File: config.mk
export PLATFORM = sky130hd
export DESIGN_NAME = qcl_credit_return_accum
export DESIGN_NICKNAME = d
export VERILOG_FILES = /design/src/rtl/qcl_pkg.sv /design/src/rtl/qcl_counter_overflow_clear_en.sv /design/src/rtl/qcl_credit_return_accum.sv
export SDC_FILE = /design/constraint.sdc
export NUM_CORES = 1
export LEC_CHECK = 0
export BUFFER_PORTS_ARGS = -buffer_cell sky130_fd_sc_hd__buf_2
export CORE_MARGIN = 4
export CORE_UTILIZATION = 30
export CTS_CLUSTER_SIZE = 14
export DETAILED_ROUTE_END_ITERATION = 6
export GPL_ROUTABILITY_DRIVEN = 0
export PLACE_DENSITY_LB_ADDON = 0.2
export SLEW_MARGIN = 5
export SYNTH_ARGS = -nofsm -noshare
export SYNTH_HDL_FRONTEND = slang
export SYNTH_SLANG_ARGS = --single-unit
export TNS_END_PERCENT = 1
File: constraint.sdc
create_clock -name clk_i -period 8.2 [get_ports clk_i]
set_input_delay 1.23 -clock clk_i [delete_from_list [all_inputs] [get_ports clk_i]]
set_output_delay 1.23 -clock clk_i [all_outputs]
set_load 0.01 [all_outputs]
File: src/rtl/qcl_pkg.sv
// Shared types and constants for the qcl credit-return path.
package qcl_pkg;

   typedef enum logic [1:0] {
      IDLE  = 2'd0,
      ACCUM = 2'd1,
      SEND  = 2'd2
   } qcl_cr_state_e;

   // A programmed threshold below this value behaves as this value.
   localparam int QCL_MIN_THRESH = 1;

endpackage

File: src/rtl/qcl_counter_overflow_clear_en.sv
// Saturating up-counter with synchronous clear, count enable and a sticky
// flag that records an increment attempted while already at all-ones.
module qcl_counter_overflow_clear_en #(
   parameter int width_p = 8
) (
   input  logic               clk,
   input  logic               rst,
   input  logic               clear,
   input  logic               en,
   output logic [width_p-1:0] count,
   output logic               overflow
);

   localparam logic [width_p-1:0] one_c = {{(width_p-1){1'b0}}, 1'b1};

   always_ff @(posedge clk or posedge rst) begin
      if (rst) begin
         count    <= '0;
         overflow <= 1'b0;
      end else if (clear) begin
         count    <= '0;
         overflow <= 1'b0;
      end else if (en) begin
         if (&count) begin
            overflow <= 1'b1;
         end else begin
            count <= count + one_c;
         end
      end
   end

endmodule

File: src/rtl/qcl_credit_return_accum.sv
// Credit-return accumulator: batches locally freed credits and returns them
// over a valid/ready channel. Define QCL_CREDIT_TIMEOUT_EN for the idle flush.
module qcl_credit_return_accum
   import qcl_pkg::*;
#(
   parameter int width_p         = 8,
   parameter int timeout_width_p = 8
) (
   input  logic                       clk_i,
   input  logic                       reset_i,
   input  logic                       clear_i,
   input  logic                       en_i,
   input  logic [width_p-1:0]         thresh_i,
   input  logic [timeout_width_p-1:0] timeout_i,
   output logic                       ret_v_o,
   output logic [width_p-1:0]         ret_count_o,
   input  logic                       ret_ready_i,
   output logic [width_p-1:0]         count_o,
   output logic                       overflow_o,
   output qcl_cr_state_e              state_o
);

   // Return channel: a batch is offered with ret_v_o=1 and ret_count_o held
   // constant; it transfers on a rising clk_i edge where ret_v_o and
   // ret_ready_i are both 1. ret_ready_i may lead or stay high permanently.

   localparam logic [width_p-1:0] min_thresh_c = width_p'(QCL_MIN_THRESH);
   localparam logic [width_p-1:0] one_c        = {{(width_p-1){1'b0}}, 1'b1};

   qcl_cr_state_e      state_r, state_n;
   logic [width_p-1:0] count_r, count_n;
   logic [width_p-1:0] ret_count_r, ret_count_n;
   logic               ovf_r, ovf_n;
   logic [width_p-1:0] inc;
   logic [width_p-1:0] thresh_eff;
   logic               sat_drop;
   logic               timeout_hit;
   logic               flush;

   assign thresh_eff = (thresh_i < min_thresh_c) ? min_thresh_c : thresh_i;
   assign sat_drop   = en_i & (&count_r);
   assign inc        = sat_drop ? count_r : (count_r + {{(width_p-1){1'b0}}, en_i});

`ifdef QCL_CREDIT_TIMEOUT_EN
   localparam logic [timeout_width_p-1:0] t_one_c = {{(timeout_width_p-1){1'b0}}, 1'b1};

   logic [timeout_width_p-1:0] idle_r;
   logic                       idle_clear;
   logic                       idle_unused_sat;

   // The idle count only runs through silent ACCUM cycles; everything else zeroes it.
   assign idle_clear = clear_i | (state_r != ACCUM) | en_i | flush;

   qcl_counter_overflow_clear_en #(
      .width_p (timeout_width_p)
   ) u_idle (
      .clk      (clk_i),
      .rst      (reset_i),
      .clear    (idle_clear),
      .en       (1'b1),
      .count    (idle_r),
      .overflow (idle_unused_sat)
   );

   assign timeout_hit = (timeout_i != '0) & ~en_i & (idle_r == (timeout_i - t_one_c));
`else
   logic unused_timeout;
   assign unused_timeout = ^timeout_i;
   assign timeout_hit    = 1'b0;
`endif

   always_comb begin
      state_n     = state_r;
      count_n     = count_r;
      ret_count_n = ret_count_r;
      ovf_n       = ovf_r | sat_drop;
      flush       = 1'b0;
      if (clear_i) begin
         state_n     = IDLE;
         count_n     = '0;
         ret_count_n = '0;
         ovf_n       = 1'b0;
      end else begin
         case (state_r)
            IDLE: begin
               if (en_i) begin
                  if (thresh_eff == min_thresh_c) begin
                     state_n     = SEND;
                     ret_count_n = one_c;
                  end else begin
                     state_n = ACCUM;
                     count_n = one_c;
                  end
               end
            end
            ACCUM: begin
               flush = (inc >= thresh_eff) | timeout_hit;
               if (flush) begin
                  state_n     = SEND;
                  ret_count_n = inc;
                  count_n     = '0;
               end else begin
                  count_n = inc;
               end
            end
            SEND: begin
               count_n = inc;
               // Threshold is looked at again only once back in ACCUM.
               if (ret_ready_i) begin
                  ret_count_n = '0;
                  state_n     = (inc != '0) ? ACCUM : IDLE;
               end
            end
            default: begin
               state_n     = IDLE;
               count_n     = '0;
               ret_count_n = '0;
            end
         endcase
      end
   end

   always_ff @(posedge clk_i or posedge reset_i) begin
      if (reset_i) begin
         state_r     <= IDLE;
         count_r     <= '0;
         ret_count_r <= '0;
         ovf_r       <= 1'b0;
      end else begin
         state_r     <= state_n;
         count_r     <= count_n;
         ret_count_r <= ret_count_n;
         ovf_r       <= ovf_n;
      end
   end

   assign ret_v_o     = (state_r == SEND);
   assign ret_count_o = ret_count_r;
   assign count_o     = count_r;
   assign overflow_o  = ovf_r;
   assign state_o     = state_r;

endmodule

==> run summary, run 1 <==
Status - finished clean
Yosys cell types - 47
Fillers - 452
Die H - 76.1 um
Hold path startpoint - ret_count_o[0]
Initial core utilization - 31.5%
Sw Ratio - 28.7%
Post-CTS Setup Inserts - 0
Top cells by area, synth - dfrtp_1 (34%), ha_1 (9.0%), inv_1 (5.7%)
First-pass iteration count of the detailed router - 4
Switching Power - 58.9 uW
Rel. slew slack - 50.5%
MaxCap Viol Count - 0
Most frequent cells in the layout - buf_2 (32), inv_1 (21), dfrtp_1 (19)
Slew @ Worst Pin - 741 ps
Clk_lat worst skew - 260 ps
GRT Overall Usage - 12.1%
Final total power - 205 uW
Seq/Total Area, Yosys - 34.1%
Main synth FF type - dfrtp_1
Max VDD drop - 0.0655 mV
Crit Path Class - in -> reg
Syn avg cell area - 8.98 um^2
Hold Path Depth - 1
Row count - 24
Yosys top cell area share - 34.1%
Post-synthesis async set-or-reset flop share - 100%
Number of enable flip-flop cells after synthesis - 0
R2r startpoint - count_o[0]
Sequential share of power - 48.6%
Power per Cell Area - 125 nW/um^2
DRT Wirelength - 3560 um
TritonCTS Sinks - 19
Hold_ws - 505 ps
Initial antenna violation count - 0
Post-Syn Nets - 186
Clk slew on worst S/H paths - 70 ps
CP Max Fanout - 8
Ant diodes - 0
Setup TNS - 0 ps
Slew Viols, Final - 0
Worst Setup Start Kind - primary input
H-tree depth - 1
Min-delay worst type - reg -> reg
DR iter-0 viols - 60
Post-Synthesis Cells - 155
Min Tclk post-route - 4120 ps
Floorplan core area - 4410 um^2
Kind of end point of the critical path - register
Combinational power share - 18.3%
RSZ-0062 raised after global routing - no
Chip width - 76.1 um
Register bit total from synthesis - 19
Final number of setup-violating endpoints - 0
Register area - 475 um^2
Largest net degree at the start of global routing - 20
Vias in the first global route - 1237
Cell Int Power - 146 uW
Multi-input gate area - 815 um^2
CP Data Required Time - 8340 ps
Area Overhead vs Synth - 18.0%
DRC Markers - 0
Clock network power share - 33.1%
Final #Nets - 217
CTS buffer count - 3
HPWL after DPL - 2860 um
Wire per inst - 15.0 um
Fraction of layout cells with a size suffix above 1 - 28.6%
WP data arrival - 4260 ps
Vias - 1247
First-pass GRT wire length - 5910 um
Global route overflow - 0
Worst Hold Path EP - ret_count_o[0]
Clock buffer depth - 2
ANT nets after route - 0
Worst-case reg-to-reg path depth - 11
Netlist Area Pre-Place - 1390 um^2
Placed Area - 1590 um^2
PostCTS Resize Cnt - 0
Die footprint - 5800 um^2
Commonest non-fill, non-tap cell in the layout - buf_2
Final period util - 50.2%
Clock Skew - 4.93 ps
Hold Fails Final Rpt - 0
Clock root cell - clkbuf_8
Top Ports - 41
Hold-fix buffers at CTS - 0
Dominant cell type by area after synthesis - dfrtp_1
Fmax - 243 MHz
Port Buffers - 32
Syn. warnings - 0
Flop-to-flop setup slack - 4800 ps
Worst R2R End - ret_count_o[2]
Cell area after layout - 1640 um^2
CTS tree - built
Routed vias/inst - 5.26
Leak - 0.852 nW
-- power by group through the flow --
stage / clock network, mW / logic, mW / registers [mW]
floorplan: 0 / 0.0249 / 0.101
global placement: 0 / 0.0367 / 0.102
detailed placement: 0 / 0.0381 / 0.102
CTS: 0.0706 / 0.0382 / 0.0998
global route: 0.0740 / 0.0420 / 0.101
finish: 0.0679 / 0.0375 / 0.0998
-- per-layer routing --
layer	wire, um	GRT usage, %	up-vias
met5	0	0	-
met4	89	5.07	0
met3	133	1.77	10
met2	1740	20.1	45
met1	1600	15.5	586
li1	-	-	606
-- registers in the layout, indices dropped and copies added, names as in the netlist --
signal,count
count_o,8
overflow_o,1
ret_count_o,8
state_o,2
-- logic make-up (layout without fill, tap and decap cells) --
logic type	count (synthesis)	count (layout)	synth area share, %
buffers and inverters	27	57	7.37
DFF	19	19	34.1
and+or+nand+nor	56	56	23.2
adders and majority gates	10	10	8.98
muxes	8	8	6.20
AOI/OAI and AO/OA	34	34	19.5
xor gates and xnor gates	1	1	0.629
-- through the flow --
step / util (%) / instances / setup WS, ps
after floorplan: - / 155 / 4530
after global placement: 36.1 / 233 / 3870
after detailed placement: 36.1 / 233 / 3830
after CTS: 37.2 / 237 / 4080
after global routing: 37.2 / 237 / 3880
final: 37.2 / 237 / 4080
-- critical path: stages --
cell and delay (ps):
buf_2 180, ha_1 190, and3_1 250, and4_1 230
mux2i_1 420, inv_1 100, ha_1 330, nand2_1 50
o21ai_0 340, a21oi_4 100, a32oi_2 450, mux2_2 400
-- cell type report --
type	instances	share of cell area, %
clock buffers	3	2.51
clock inverters	1	0.457
inverters	21	4.80
multi-input cells	109	49.6
flip-flops and latches	19	28.9
well taps	52	3.96
repair buffers	32	9.75
-- synth_stat cells (2+ instances only) --
cell / instances
mux2i_1: 3
nor3_1: 5
mux2_2: 5
and4_1: 2
dfrtp_1: 19
ha_1: 10
a21oi_1: 4
clkbuf_1: 4
nand4_1: 2
nor2_1: 13
o22ai_1: 2
nand4_2: 2
o21ai_0: 11
nand2_1: 16
a21o_1: 2
nand2b_1: 3
and2_1: 2
inv_1: 21
-- worst max-delay path by stage --
stage	startpoint	end	slack, ps	depth (start not counted)
floorplan	en_i	ret_count_o[0]	4530	11
global placement	en_i	ret_count_o[5]	3870	13
detailed placement	en_i	ret_count_o[2]	3830	12
CTS	en_i	ret_count_o[2]	4080	12
global route	en_i	ret_count_o[2]	3880	12
finish	en_i	ret_count_o[2]	4080	12
Power figures use the tool's default switching activity.
==> run 2: changes to the inputs <==
==> constraint.sdc (replaced) <==
create_clock -name clk_i -period 3.31 [get_ports clk_i]
set_input_delay 0.4965 -clock clk_i [delete_from_list [all_inputs] [get_ports clk_i]]
set_output_delay 0.4965 -clock clk_i [all_outputs]
set_load 0.01 [all_outputs]
==> run 2 against run 1 <==
Compared with the run above: wire length up 0.93%; critical path depth up 2; clock-buffer cell count unchanged; largest power group unchanged; critical path type is now reg -> reg; register-to-register slack worse by 4500 ps; total power rose to 2.5 times the previous value; sequential power up 150%.
==> run summary, run 2 (synthesis results as in run 1) <==
Status - finished clean
Placed insts - 242
DRT Wirelength - 3590 um
Row count - 24
Commonest non-fill, non-tap cell in the layout - buf_2
Ant diodes - 0
CTS buffer count - 3
Wire per inst - 14.6 um
Final period util - 91.8%
First-pass GRT wire length - 6380 um
CP Max Fanout - 8
Global route overflow - 0
Initial core utilization - 31.5%
Fraction of layout cells with a size suffix above 1 - 32.0%
Port Buffers - 32
CP Data Required Time - 3460 ps
Leak - 0.899 nW
Final number of setup-violating endpoints - 0
Min-delay worst type - in -> async
Clock buffer depth - 2
Rel. slew slack - 50.5%
Cell Count, Final, Fillers Out - 246
Routed vias/inst - 5.15
First-pass iteration count of the detailed router - 4
Top Ports - 41
Slew @ Worst Pin - 742 ps
Final #Nets - 226
CTS tree - built
MaxCap Viol Count - 0
Max VDD drop - 0.167 mV
TritonCTS Sinks - 19
Most frequent cells in the layout - buf_2 (32), inv_1 (21), dfrtp_1 (19)
Min Tclk post-route - 3040 ps
RSZ-0062 raised after global routing - no
H-tree depth - 1
Die footprint - 5800 um^2
Worst Setup Start Kind - register
Area Overhead vs Synth - 23.7%
DRC Markers - 0
WP data arrival - 3190 ps
Clk_lat worst skew - 270 ps
Hold Fails Final Rpt - 0
GRT Overall Usage - 13.2%
ANT nets after route - 0
Initial antenna violation count - 0
Fmax - 329 MHz
Kind of end point of the critical path - register
Power per Cell Area - 302 nW/um^2
Clk slew on worst S/H paths - 80 ps
Slew Viols, Final - 0
PostCTS Resize Cnt - 0
Largest net degree at the start of global routing - 20
Hold-fix buffers at CTS - 0
Flop-to-flop setup slack - 270 ps
Floorplan core area - 4410 um^2
Die H - 76.1 um
R2r startpoint - count_o[0]
Setup TNS - 0 ps
DR iter-0 viols - 100
Chip width - 76.1 um
Clock root cell - clkbuf_8
Post-CTS Setup Inserts - 0
Worst setup path startpoint - count_o[0]
HPWL after DPL - 2900 um
Clock Skew - 7.68 ps
Vias in the first global route - 1348
Vias - 1268
Crit Path Class - reg -> reg
[run 2: changes by cell type in the layout (fill, tap and decap cells not counted), sizes merged]
cell / previous run / this run
buf: 32 / 41
[run 2: cell type report]
cell class / instances / area, um^2
timing repair buffer: 41 / 240
inverter: 21 / 78.8
clock inverter: 1 / 7.51
clock buffer: 3 / 41.3
fill: 451 / 2690
sequential: 19 / 475
multi-input combinational: 109 / 815
tap: 52 / 65.1
[run 2: power breakdown]
| part | internal (mW) | leakage (nW) | switching, mW |
|---|---|---|---|
| combinational | 0.0468 | 0.617 | 0.0540 |
| sequential | 0.238 | 0.260 | 0.00874 |
| clock | 0.0851 | 0.0217 | 0.0868 |
| total | 0.370 | 0.899 | 0.150 |
[run 2: path summary, 6_finish.rpt]
check	end	cells past startpoint
min	ret_count_o[3]	2
min in group clk_i	count_o[0]	2
max	ret_count_o[2]	14
max reg2reg	ret_count_o[2]	14
max in group asynchronous	count_o[2]	2
min reg2reg	ret_count_o[0]	1
[run 2: metrics by stage]
stage	setup slack (ps)	cell area, um^2	util [%]	hold slack, ps	power, mW
floorplan	355	1390	-	448	0.312
global placement	159	1670	37.9	483	0.352
detailed placement	58.7	1670	37.9	491	0.354
CTS	248	1720	39.0	375	0.528
global route	34.2	1720	39.0	405	0.553
finish	272	1720	39.0	345	0.520
[run 2: worst max-delay path, cell delays in order, from the launching register on]
cell     delay, ps
dfrtp_1        420
ha_1           190
ha_1           270
inv_1           60
nor2_1         130
mux2i_1        310
inv_1           80
ha_1           300
nand2_1         50
o21ai_0        200
buf_4          160
a21oi_4         40
a32oi_2        210
buf_12         150
mux2_2         330
[run 2: metal layers]
metal  vias to the layer above  wire length [um]  GRT usage (%)
met5                         -                 0              0
met2                        34              1800           23.5
li1                        623                 -              -
met4                         0                95           5.24
met1                       599              1570           16.1
met3                        12               117           1.54
==> run 3: changes to the inputs <==
--- a/config.mk
+++ b/config.mk
@@ -5,8 +5,8 @@
 export SDC_FILE = /design/constraint.sdc
 export NUM_CORES = 1
 export LEC_CHECK = 0
-export BUFFER_PORTS_ARGS = -buffer_cell sky130_fd_sc_hd__buf_2
-export CORE_MARGIN = 4
+export BUFFER_PORTS_ARGS = -buffer_cell sky130_fd_sc_hd__buf_4
+export CORE_MARGIN = 2
 export CORE_UTILIZATION = 30
 export CTS_CLUSTER_SIZE = 14
 export DETAILED_ROUTE_END_ITERATION = 6
==> run 3 against run 2 <==
Compared with the run above: clock power decreased by 4%; via count decreased by 0.63%; largest cell class unchanged; sequential share of layout area decreased by 1.3 points; wire length increased by 2.8%.
==> run summary, run 3 (synthesis results as in run 1) <==
Die H - 72.1 um
Worst Setup Start Kind - register
Sequential share of power - 47.5%
CP Max Fanout - 8
Clock Skew - 6.95 ps
H-tree depth - 1
Slew @ Worst Pin - 750 ps
Routed vias/inst - 5.12
Largest net degree at the start of global routing - 20
Global route overflow - 0
Slowest-stage cell, CP - dfrtp_1
Fillers - 442
HPWL after DPL - 2950 um
Multi-input gate area - 821 um^2
Port Buffers - 32
First-pass iteration count of the detailed router - 4
Min-delay worst type - in -> async
DRC Markers - 0
ANT nets after route - 0
Setup TNS - 0 ps
Area Overhead vs Synth - 29.7%
Crit Path Class - reg -> reg
Max VDD drop - 0.265 mV
Kind of end point of the critical path - register
Final period util - 89.7%
Clock root cell - clkbuf_8
Combinational power share - 21.0%
R2r startpoint - count_o[0]
Initial core utilization - 31.5%
Cell Int Power - 376 uW
Util after Layout - 40.9%
Vias in the first global route - 1267
Hold-fix buffers at CTS - 0
Final number of setup-violating endpoints - 0
Commonest non-fill, non-tap cell in the layout - buf_4
Clk slew on worst S/H paths - 80 ps
MaxCap Viol Count - 0
CP Data Required Time - 3450 ps
RSZ-0062 raised after global routing - no
Clk_lat worst skew - 260 ps
Clock network power share - 31.5%
DRT Wirelength - 3690 um
Fmax - 337 MHz
Power per Cell Area - 289 nW/um^2
WP data arrival - 3110 ps
Vias - 1260
Die footprint - 5200 um^2
CTS buffer count - 3
Max incr delay on CP - 410 ps
Hold Fails Final Rpt - 0
Min Tclk post-route - 2970 ps
Critical path, cell by cell - ha_1 > ha_2 > inv_1 > nor2_1 > mux2i_2 > inv_1 > ha_1 > nand4_1 > a21oi_1 > a21oi_4 > a32oi_2 > buf_12 > mux2_2
TritonCTS Sinks - 19
Switching Power - 146 uW
Sw Ratio - 28.0%
Register area - 475 um^2
Fraction of layout cells with a size suffix above 1 - 33.0%
CTS tree - built
Floorplan core area - 4410 um^2
Worst R2R End - ret_count_o[5]
DR iter-0 viols - 58
Most frequent cells in the layout - buf_4 (40), inv_1 (21), dfrtp_1 (19)
First-pass GRT wire length - 6280 um
Wire per inst - 15.0 um
Clock buffer depth - 2
Final #Nets - 226
Rel. slew slack - 49.9%
GRT Overall Usage - 15.4%
Status - finished clean
Flop-to-flop setup slack - 340 ps
Chip width - 72.1 um
Worst-case reg-to-reg path depth - 13
Top Ports - 41
Row count - 24
Initial antenna violation count - 0
Ant diodes - 0
Leak - 0.911 nW
Slew Viols, Final - 0
## run 3: repair_timing
item | 4_1_cts | 5_1_grt
resized for setup | 0 | 3
buffers inserted | 0 | 0
setup endpoints to repair | 0 | 12
## run 3: critical path: cells and delay by family (launching register included)
family / cells / cell delay [ps]
mux: 2 / 610
compound gates: 3 / 560
buf+inv: 3 / 290
simple gates: 2 / 250
flops: 1 / 410
fa+ha+maj: 3 / 740
## run 3: worst max path at each step
stage,start,end,slack [ps],cells after the start
after floorplan,count_o[2],ret_count_o[0],360,11
after global placement,en_i,ret_count_o[5],130,14
after detailed placement,en_i,ret_count_o[5],70,15
after CTS,count_o[0],ret_count_o[5],260,14
after global routing,count_o[0],ret_count_o[3],90,14
final,count_o[0],ret_count_o[5],340,13
## run 3: through the flow
stage          instances  hold WS (ps)  worst slack, ps  power, mW  area [um^2]
6_report             246           367              342      0.522         1810
5_1_grt              246           424             89.5      0.556         1810
4_1_cts              246           385              258      0.530         1800
3_5_place_dp         242           500             69.3      0.363         1750
3_3_place_gp         242           491              134      0.359         1750
2_1_floorplan        155           448              355      0.312         1390
## run 3: power groups by stage
stage	clock, mW	combinational, mW	sequential [mW]
final	0.165	0.110	0.248
after global routing	0.186	0.120	0.249
after CTS	0.171	0.111	0.248
after detailed placement	0	0.111	0.252
after global placement	0	0.107	0.252
after floorplan	0	0.0618	0.250
## run 3: layout make-up
class / count / area share (%)
inverters: 21 / 4.36
flip-flops and latches: 19 / 26.3
clock inverters: 1 / 0.277
repair buffers: 41 / 17.7
multi-input cells: 109 / 45.4
clock buffers: 3 / 2.29
well taps: 52 / 3.60
## run 3: layer usage
metal / vias up / track usage (%) / share of wire, %
met1: 608 / 20.1 / 45
met5: - / 0 / 0
met2: 28 / 25.6 / 51
met4: 0 / 4.40 / 0.46
met3: 2 / 3.33 / 3.8
li1: 622 / - / -
